## config.mk

```make
export PLATFORM = sky130hd
export DESIGN_NAME = seven_segment_scan_ctrl
export DESIGN_NICKNAME = d
export VERILOG_FILES = /design/src/rtl/seven_segment_scan_ctrl.sv
export SDC_FILE = /design/constraint.sdc
export NUM_CORES = 1
export LEC_CHECK = 0
export BUFFER_PORTS_ARGS = -buffer_cell sky130_fd_sc_hd__buf_2
export CAP_MARGIN = 20
export CORE_MARGIN = 1.5
export CORE_UTILIZATION = 35
export CTS_CLUSTER_SIZE = 30
export DETAILED_ROUTE_END_ITERATION = 7
export GPL_TIMING_DRIVEN = 1
export PLACE_DENSITY = 0.63
export SYNTH_ARGS = -nofsm -noshare
export SYNTH_HDL_FRONTEND = slang
export SYNTH_SLANG_ARGS = --single-unit
```

## constraint.sdc

```tcl
create_clock -name system_clock -period 3.2 [get_ports system_clock]
set_input_delay 0.16 -clock system_clock [delete_from_list [all_inputs] [get_ports system_clock]]
set_output_delay 0.16 -clock system_clock [all_outputs]
set_load 0.1 [all_outputs]
```

## src/rtl/seven_segment_scan_ctrl.sv

```systemverilog
// Multiplexed common-anode seven-segment scanner with double-buffered inputs, blink, blank and PWM dimming.
// Define SEG7_LZ_BLANK_EN to darken leading zero digits (digit 0 and digits with dp set are always shown).
module seven_segment_scan_ctrl #(
    parameter int NUM_DIGITS   = 8,
    parameter int SCAN_DIV     = 3200,
    parameter int BRIGHT_W     = 4,
    parameter int BLINK_FRAMES = 64
) (
    input  logic                    system_clock,
    input  logic                    cpu_rst_n,
    input  logic [4*NUM_DIGITS-1:0] display_val,
    input  logic [NUM_DIGITS-1:0]   dp_in,
    input  logic [NUM_DIGITS-1:0]   blank_mask,
    input  logic [NUM_DIGITS-1:0]   blink_mask,
    input  logic [BRIGHT_W-1:0]     brightness,
    input  logic                    update,
    output logic [NUM_DIGITS-1:0]   anodes,
    output logic [6:0]              cathodes_out,
    output logic                    dp_out,
    output logic                    frame_done
);
    localparam int CNT_W = $clog2(SCAN_DIV);
    localparam int ON_W  = CNT_W + 1;
    localparam int IDX_W = (NUM_DIGITS > 1) ? $clog2(NUM_DIGITS) : 1;
    localparam int FC_W  = (BLINK_FRAMES > 1) ? $clog2(BLINK_FRAMES) : 1;
    localparam int STEP  = SCAN_DIV >> BRIGHT_W;
    localparam logic [CNT_W-1:0] CNT_LAST = CNT_W'(SCAN_DIV - 1);
    localparam logic [IDX_W-1:0] IDX_LAST = IDX_W'(NUM_DIGITS - 1);
    localparam logic [FC_W-1:0]  FC_LAST  = FC_W'(BLINK_FRAMES - 1);

    logic [CNT_W-1:0]        cnt_q, cnt_d;
    logic [IDX_W-1:0]        idx_q, idx_d;
    logic [FC_W-1:0]         frame_cnt_q, frame_cnt_d;
    logic                    blink_phase_q, blink_phase_d;
    logic                    pending_q, pending_d;
    logic                    bnd_dly_q;
    logic                    tick, boundary;

    logic [4*NUM_DIGITS-1:0] stage_val_q, stage_val_d, shadow_val_q, shadow_val_d;
    logic [NUM_DIGITS-1:0]   stage_dp_q, stage_dp_d, shadow_dp_q, shadow_dp_d;
    logic [NUM_DIGITS-1:0]   stage_blank_q, stage_blank_d, shadow_blank_q, shadow_blank_d;
    logic [NUM_DIGITS-1:0]   stage_blink_q, stage_blink_d, shadow_blink_q, shadow_blink_d;

    logic [NUM_DIGITS-1:0]   anodes_q, anodes_d;
    logic [6:0]              cathodes_q, cathodes_d;
    logic                    dp_q, dp_d;
    logic                    frame_done_q;
    logic [NUM_DIGITS-1:0]   lz_sup;
    logic [ON_W-1:0]         on_time;
    logic [3:0]              nib;
    logic                    lit;

    function automatic logic [6:0] seg_decode(input logic [3:0] n);
        case (n)
            4'h0: seg_decode = 7'h01;
            4'h1: seg_decode = 7'h4F;
            4'h2: seg_decode = 7'h12;
            4'h3: seg_decode = 7'h06;
            4'h4: seg_decode = 7'h4C;
            4'h5: seg_decode = 7'h24;
            4'h6: seg_decode = 7'h20;
            4'h7: seg_decode = 7'h0F;
            4'h8: seg_decode = 7'h00;
            4'h9: seg_decode = 7'h04;
            4'hA: seg_decode = 7'h08;
            4'hB: seg_decode = 7'h60;
            4'hC: seg_decode = 7'h31;
            4'hD: seg_decode = 7'h42;
            4'hE: seg_decode = 7'h30;
            default: seg_decode = 7'h38;
        endcase
    endfunction

    always_comb begin
        tick          = (cnt_q == CNT_LAST);
        boundary      = tick && (idx_q == '0);
        cnt_d         = tick ? '0 : cnt_q + CNT_W'(1);
        idx_d         = idx_q;
        frame_cnt_d   = frame_cnt_q;
        blink_phase_d = blink_phase_q;
        if (tick) begin
            idx_d = (idx_q == '0) ? IDX_LAST : idx_q - IDX_W'(1);
        end
        if (boundary) begin
            if (frame_cnt_q == FC_LAST) begin
                frame_cnt_d   = '0;
                blink_phase_d = ~blink_phase_q;
            end else begin
                frame_cnt_d = frame_cnt_q + FC_W'(1);
            end
        end

        stage_val_d    = stage_val_q;
        stage_dp_d     = stage_dp_q;
        stage_blank_d  = stage_blank_q;
        stage_blink_d  = stage_blink_q;
        shadow_val_d   = shadow_val_q;
        shadow_dp_d    = shadow_dp_q;
        shadow_blank_d = shadow_blank_q;
        shadow_blink_d = shadow_blink_q;
        pending_d      = pending_q;
        if (update && boundary) begin
            // Fresh data at the boundary bypasses staging so it shows in the frame starting now.
            stage_val_d    = display_val;
            stage_dp_d     = dp_in;
            stage_blank_d  = blank_mask;
            stage_blink_d  = blink_mask;
            shadow_val_d   = display_val;
            shadow_dp_d    = dp_in;
            shadow_blank_d = blank_mask;
            shadow_blink_d = blink_mask;
            pending_d      = 1'b0;
        end else begin
            if (update) begin
                stage_val_d   = display_val;
                stage_dp_d    = dp_in;
                stage_blank_d = blank_mask;
                stage_blink_d = blink_mask;
                pending_d     = 1'b1;
            end
            if (boundary && pending_q) begin
                shadow_val_d   = stage_val_q;
                shadow_dp_d    = stage_dp_q;
                shadow_blank_d = stage_blank_q;
                shadow_blink_d = stage_blink_q;
                pending_d      = 1'b0;
            end
        end
    end

`ifdef SEG7_LZ_BLANK_EN
    always_comb begin
        logic run;
        lz_sup = '0;
        run    = 1'b1;
        for (int k = NUM_DIGITS - 1; k >= 1; k--) begin
            run       = run && (shadow_val_q[4*k +: 4] == 4'h0) && !shadow_dp_q[k];
            lz_sup[k] = run;
        end
    end
`else
    assign lz_sup = '0;
`endif

    always_comb begin
        nib        = shadow_val_q[{idx_q, 2'b00} +: 4];
        on_time    = (ON_W'(brightness) + ON_W'(1)) * ON_W'(STEP);
        lit        = !shadow_blank_q[idx_q] && !(shadow_blink_q[idx_q] && blink_phase_q) &&
                     ({1'b0, cnt_q} < on_time) && !lz_sup[idx_q];
        anodes_d   = '1;
        cathodes_d = 7'h7F;
        dp_d       = 1'b1;
        if (lit) begin
            anodes_d   = ~(NUM_DIGITS'(1) << idx_q);
            cathodes_d = seg_decode(nib);
            dp_d       = ~shadow_dp_q[idx_q];
        end
    end

    always_ff @(posedge system_clock or negedge cpu_rst_n) begin
        if (!cpu_rst_n) begin
            cnt_q          <= '0;
            idx_q          <= IDX_LAST;
            frame_cnt_q    <= '0;
            blink_phase_q  <= 1'b0;
            pending_q      <= 1'b0;
            bnd_dly_q      <= 1'b0;
            stage_val_q    <= '0;
            stage_dp_q     <= '0;
            stage_blank_q  <= '0;
            stage_blink_q  <= '0;
            shadow_val_q   <= '0;
            shadow_dp_q    <= '0;
            shadow_blank_q <= '0;
            shadow_blink_q <= '0;
            anodes_q       <= '1;
            cathodes_q     <= 7'h7F;
            dp_q           <= 1'b1;
            frame_done_q   <= 1'b0;
        end else begin
            cnt_q          <= cnt_d;
            idx_q          <= idx_d;
            frame_cnt_q    <= frame_cnt_d;
            blink_phase_q  <= blink_phase_d;
            pending_q      <= pending_d;
            // Two-stage delay lines the pulse up with the first registered output of the new slot.
            bnd_dly_q      <= boundary;
            frame_done_q   <= bnd_dly_q;
            stage_val_q    <= stage_val_d;
            stage_dp_q     <= stage_dp_d;
            stage_blank_q  <= stage_blank_d;
            stage_blink_q  <= stage_blink_d;
            shadow_val_q   <= shadow_val_d;
            shadow_dp_q    <= shadow_dp_d;
            shadow_blank_q <= shadow_blank_d;
            shadow_blink_q <= shadow_blink_d;
            anodes_q       <= anodes_d;
            cathodes_q     <= cathodes_d;
            dp_q           <= dp_d;
        end
    end

    assign anodes       = anodes_q;
    assign cathodes_out = cathodes_q;
    assign dp_out       = dp_q;
    assign frame_done   = frame_done_q;
endmodule

```

==> results.cfg, run 1 <==
[finish]
antennaDiodeCount = 0
finalNetCount = 769
drive_above_1_share_pct = 43.0
final_area_sq_um = 9140
syn_to_final_growth_pct = 29.6
fillerInstances = 1724

[clocking]
postCtsSetupRepairBufs = 0
clockBufferDepth = 2
cts.sinks = 153
tritoncts = built
path_clk_slew_ns = 0.06
root_buffer = clkbuf_16
clk_latency_ns = 0.42
cts_max_level = 4
cts_buffers = 17

[synthesis]
ys_async_sr_fraction_pct = 100
synth_area_per_cell_sq_um = 13.7
synth_nets = 611
ys_types = 51
synth_seq_cells = 153
yosysSeqAreaShare_pct = 54.6
synthCells = 513
yosys_warnings = 0
syn_area_sq_um = 7050
synth_enable_flop_cells = 0
ys.flop_type = dfrtp_1

[worst_setup_path]
worstReg2RegEnd = cathodes_out[4]
cp.arrival_ns = 3.38
critPathRequiredTime_ns = 3.52
timing.rr.start = idx_q[0]
path_class = in -> reg
crit_chain = buf_4 > inv_1 > ha_4 > xor2_1 > ha_1 > ha_2 > inv_1 > fa_2 > xor2_1 > ha_1 > a21oi_2 > o21ai_0 > and2_1 > o311a_1 > a211oi_4 > buf_12 > o311ai_0
rrSetupSlack_ns = 0.54
cp_max_fo = 8
crit_start = brightness[0]
cp-start-kind = primary input
end_kind = register
r2r_cells = 7
cp_slowest_cell = o311a_1
cpPeakStageDelay_ns = 0.36
endpoint = cathodes_out[4]

[timing]
finalMaxSlewViolations = 0
relSlewSlack_pct = 67.0
tightest_slew_ns = 0.494
period_needed_ns = 3.06
fmax_ghz = 0.327
finalHoldWorstSlack_ns = 0.00750
hold_violations = 0
min_period_over_period_pct = 95.5
setup_viol = 0
rsz0062_at_grt = no
finalClockSkew_ns = 0.00750

[floorplan]
io_pins = 80
start_util_pct = 36.0
rows = 51
dieWidth_um = 145
core-area_sq_um = 19600
die_area_sq_um = 21000
die_height_um = 145

[power]
peakVddDrop_mv = 0.428
p_leak_nw = 4.22
powerDensity_nw_per_um2 = 502

[global_routing]
grt_overflow = 0
antenna_found_initial = 0
grt_max_degree = 112
grt_usage_pct = 14.7
grt_pass1_vias = 4885
grt_pass1_wl_um = 24300

[routing]
wirelength_um = 14200
ant_nets = 0
first_pass_iters = 4
wl_per_cell_um = 15.0
drt_iter0_markers = 137
vias_per_cell = 4.71
via_count = 4468
post-route-drc-count = 0

[outcome]
outcome = completed

[placement]
finalWeightedCongestion = 0.784
dp_hpwl_um = 9700
io_buffers = 79
placed_cell_area_sq_um = 7930

[worst_hold_path]
hold_class = in -> reg
min_path_cells = 2

[run]
max_cap_viol_count = 0
## cell type report
cell class	count	area (sq um)	share of cell area, %
sequential	153	3850	42.1
multi-input combinational	321	3100	33.9
timing repair buffer	162	1210	13.3
clock buffer	26	553	6.05
tap	265	332	3.63
inverter	16	60.1	0.657
clock inverter	6	31.3	0.342
## metrics by stage
stage / std cells / utilization, % / setup WS [ns] / total power [mW] / setup TNS [ns]
after floorplan: 513 / - / 0.00212 / 2.42 / 0
after global placement: 861 / 40.5 / -0.211 / 2.60 / -2.46
after detailed placement: 861 / 40.5 / -0.349 / 2.62 / -4.39
after CTS: 947 / 46.2 / 0.101 / 4.63 / 0
after global routing: 949 / 46.7 / 0.0206 / 4.80 / 0
final: 949 / 46.7 / 0.144 / 4.59 / 0
## critical path: cells and delay by family
kind | cells | cell delay (ns)
AOI/OAI and AO/OA | 5 | 0.99
xor gates and xnor gates | 2 | 0.31
adders and majority gates | 5 | 1.31
buffers and inverters | 4 | 0.44
and+or+nand+nor | 1 | 0.16
## logic make-up (layout without fill, tap and decap cells)
logic type               after synthesis  count (layout)  synth area share [%]
AO/OA/AOI/OAI                         49              49                  4.72
AND/OR/NAND/NOR                       82              82                  5.94
XOR/XNOR                              26              26                  3.23
multiplexers                         129             129                  22.4
flip-flops                           153             153                  54.6
adder cells (fa/ha/maj)               35              35                  6.32
buffers and inverters                 39             210                  2.80
## cell usage in the layout (no fill, tap or decap), types with 2 or more instances in the layout
| master | n |
|---|---|
| dfrtp_1 | 134 |
| mux4_2 | 12 |
| xnor2_1 | 10 |
| clkbuf_16 | 21 |
| inv_1 | 16 |
| mux2i_1 | 8 |
| a21oi_1 | 11 |
| xor2_1 | 14 |
| buf_4 | 27 |
| clkbuf_1 | 3 |
| nand2_1 | 20 |
| ha_1 | 29 |
| o21ai_0 | 5 |
| and3_1 | 8 |
| nand3b_1 | 3 |
| ha_4 | 4 |
| clkbuf_8 | 3 |
| dlygate4sd3_1 | 54 |
| clkinv_2 | 5 |
| a31oi_1 | 3 |
| buf_2 | 77 |
| nor2b_1 | 6 |
| dfstp_2 | 19 |
| nor2_1 | 21 |
| nand3_2 | 2 |
| a21o_1 | 2 |
| mux2_2 | 109 |
| o22ai_1 | 8 |
| a211oi_1 | 2 |
| nand3_1 | 14 |
## cells in the mapped netlist, drive strengths merged (2+ instances only)
cell / number / area share [%]
inv: 16 / 0.85
dfstp: 19 / 7.1
nor2: 22 / 1.3
xnor2: 10 / 1.2
ha: 34 / 6.0
nand3: 16 / 1.3
a21oi: 12 / 0.85
dfrtp: 134 / 48
xor2: 16 / 2.0
a31oi: 3 / 0.27
mux4: 12 / 3.8
mux2: 109 / 17
o22ai: 8 / 0.71
a211oi: 4 / 0.57
buf: 20 / 1.8
nor2b: 6 / 0.53
a21o: 2 / 0.21
mux2i: 8 / 1.1
and3: 9 / 0.80
nand3b: 3 / 0.32
clkbuf: 3 / 0.16
nand2: 20 / 1.1
o21ai: 6 / 0.43
## power breakdown
part	internal [mW]	switching (mW)	leakage, nW
Combinational	0.281	0.287	2.02
Sequential	2.05	0.0338	1.90
Clock	1.19	0.751	0.296
Total	3.51	1.07	4.22
## flip-flops by register name, indices dropped and copies added (netlist names)
signal / flops
pending_q: 1
dp_out: 1
anodes: 8
stage_blink_q: 8
bnd_dly_q: 1
stage_val_q: 32
idx_q: 3
stage_dp_q: 8
shadow_blank_q: 8
shadow_blink_q: 8
shadow_val_q: 32
cathodes_out: 7
shadow_dp_q: 8
frame_done: 1
cnt_q: 12
stage_blank_q: 8
frame_cnt_q: 6
blink_phase_q: 1
## layer usage
layer  vias to the layer above  GRT usage, %  wire length, um
li1                       2144             -                -
met4                         0          6.86              258
met2                        74          24.7             7130
met1                      2229          18.3             6410
met3                        21          2.58              408
met5                         -             0                0
## worst min path at each step
stage,startpoint,end,slack [ns]
detailed placement,bnd_dly_q,frame_done,0.37
finish,dp_in[4],stage_dp_q[4],0.007
global placement,bnd_dly_q,frame_done,0.35
global route,dp_in[4],stage_dp_q[4],0.006
floorplan,cpu_rst_n,blink_phase_q,-0.14
CTS,dp_in[4],stage_dp_q[4],0.0008
## timing repair
action | CTS | global route
setup endpoints to repair | 0 | 7
hold buffers | 54 | 0
endpoints found under the hold margin | 154 | 0
gates resized for setup | 0 | 5
No activity file was read; power rests on OpenSTA's default activity.
==> run 2: changes to the inputs <==
clock period = 3 ns   (was 3.2 ns; I/O delays follow)
==> results.cfg, run 2 (synthesis gave the netlist of run 1 again) <==
[routing]
first_pass_iters = 4
wl_per_cell_um = 14.8
ant_nets = 0
drt_iter0_markers = 184
post-route-drc-count = 0
wirelength_um = 14000
vias_per_cell = 4.75
via_count = 4495

[floorplan]
die_area_sq_um = 21000
core-area_sq_um = 19600
die_height_um = 145
rows = 51
dieWidth_um = 145
start_util_pct = 36.0
io_pins = 80

[placement]
finalWeightedCongestion = 0.795
io_buffers = 79
dp.cells = 854
dp_hpwl_um = 9890

[worst_setup_path]
path_class = in -> reg
rrSetupSlack_ns = 0.52
r2r_cells = 7
cp-start-kind = primary input
critPathRequiredTime_ns = 3.34
cp_max_fo = 8
end_kind = register
cp.arrival_ns = 3.25

[global_routing]
grt_max_degree = 68
grt_usage_pct = 14.0
grt_overflow = 0
antenna_found_initial = 0
grt_pass1_wl_um = 23100
grt_pass1_vias = 4687

[timing]
finalClockSkew_ns = 0.00859
relSlewSlack_pct = 57.8
fmax_ghz = 0.343
finalMaxSlewViolations = 0
period_needed_ns = 2.91
rsz0062_at_grt = yes
setup_viol = 0
hold_violations = 0
tightest_slew_ns = 0.633
min_period_over_period_pct = 97.1

[worst_hold_path]
hold_class = in -> reg
min_path_cells = 2

[finish]
stdcell_count = 947
reg_top3 = shadow_val_q (32), stage_val_q (32), cnt_q (12)
mostFrequentLayoutCells = dfrtp_1, mux2_2, buf_2
antennaDiodeCount = 0
final_common_cell = dfrtp_1
syn_to_final_growth_pct = 30.9
drive_above_1_share_pct = 43.7
finalNetCount = 767

[clocking]
path_clk_slew_ns = 0.05
root_buffer = clkbuf_16
cts_max_level = 4
cts_buffers = 17
cts.sinks = 153
clockBufferDepth = 2
tritoncts = built
clk_latency_ns = 0.42

[run]
max_cap_viol_count = 0

[power]
p_leak_nw = 4.22
powerDensity_nw_per_um2 = 549
peakVddDrop_mv = 0.349
total_power_mw = 5.07

[outcome]
outcome = completed
[run 2: changes by cell type in the layout (fill, tap and decap cells not counted), sizes merged]
cell | previous run | this run
clkinv | 5 | 2
clkbuf | 27 | 26
bufinv | 0 | 4
dlygate4sd3 | 54 | 56
buf | 107 | 103
clkinvlp | 0 | 1
inv | 17 | 16
[run 2: worst paths after layout]
path / startpoint / end
hold / removal: display_val[0] / stage_val_q[0]
max in group asynchronous: cpu_rst_n / anodes[0]
hold reg to reg: bnd_dly_q / frame_done
setup / recovery: brightness[0] / cathodes_out[6]
setup reg to reg: idx_q[0] / shadow_val_q[16]
min in group asynchronous: cpu_rst_n / stage_blank_q[0]
[run 2: stage by stage]
step           instance area, sq um  util [%]  setup slack, ns  setup TNS [ns]  hold slack (ns)
2_1_floorplan                  7160         -           -0.123           -1.21           -0.146
3_3_place_gp                   7940      40.6           -0.387           -5.20            0.172
3_5_place_dp                   7940      40.6           -0.467           -6.16            0.192
4_1_cts                        9180      46.8          0.00210               0          0.00532
5_1_grt                        9230      47.1          -0.0354          -0.183           0.0147
6_report                       9230      47.1           0.0878               0           0.0235
[run 2: per-layer routing]
layer / track usage [%] / wire (um)
met1: 16.8 / 6100
met2: 23.8 / 7310
met3: 3.52 / 426
met4: 5.72 / 168
met5: 0 / 0
[run 2: what timing repair did]
| action | CTS | global route |
|---|---|---|
| hold endpoints to repair | 111 | 0 |
| setup buffers | 1 | 4 |
| resized for setup | 2 | 15 |
| pin swaps | 1 | 10 |
| hold buffers | 56 | 0 |
| setup endpoints to repair | 1 | 16 |
| cloned | 1 | 0 |
[run 2: layout make-up]
class                           count  area [sq um]
Fill cell                        1742         10400
Sequential cell                   153          3850
Multi-Input combinational cell    321          3140
Timing Repair Buffer              160          1210
Clock buffer                       25           495
Tap cell                          265           332
Clock inverter                      7           138
Inverter                           16          62.6
[run 2: worst max-delay path, stage by stage]
cell and delay, ns:
buf_8 0.09, inv_4 0.04, ha_4 0.25, xor2_1 0.14, ha_1 0.28, ha_2 0.19
inv_2 0.04, fa_2 0.34, xor2_1 0.17, ha_1 0.30, a21oi_2 0.14, o21ai_1 0.06
and2_1 0.13, o311a_1 0.36, a211oi_4 0.29, buf_6 0.19, o21ai_1 0.08
[run 2: where the power goes]
part           total [mW]  internal [mW]  switching, mW  leakage, nW
logic               0.603          0.295          0.308         2.02
clock network        2.25           1.48          0.768        0.307
registers            2.22           2.18         0.0350         1.90
total                5.07           3.96           1.11         4.22
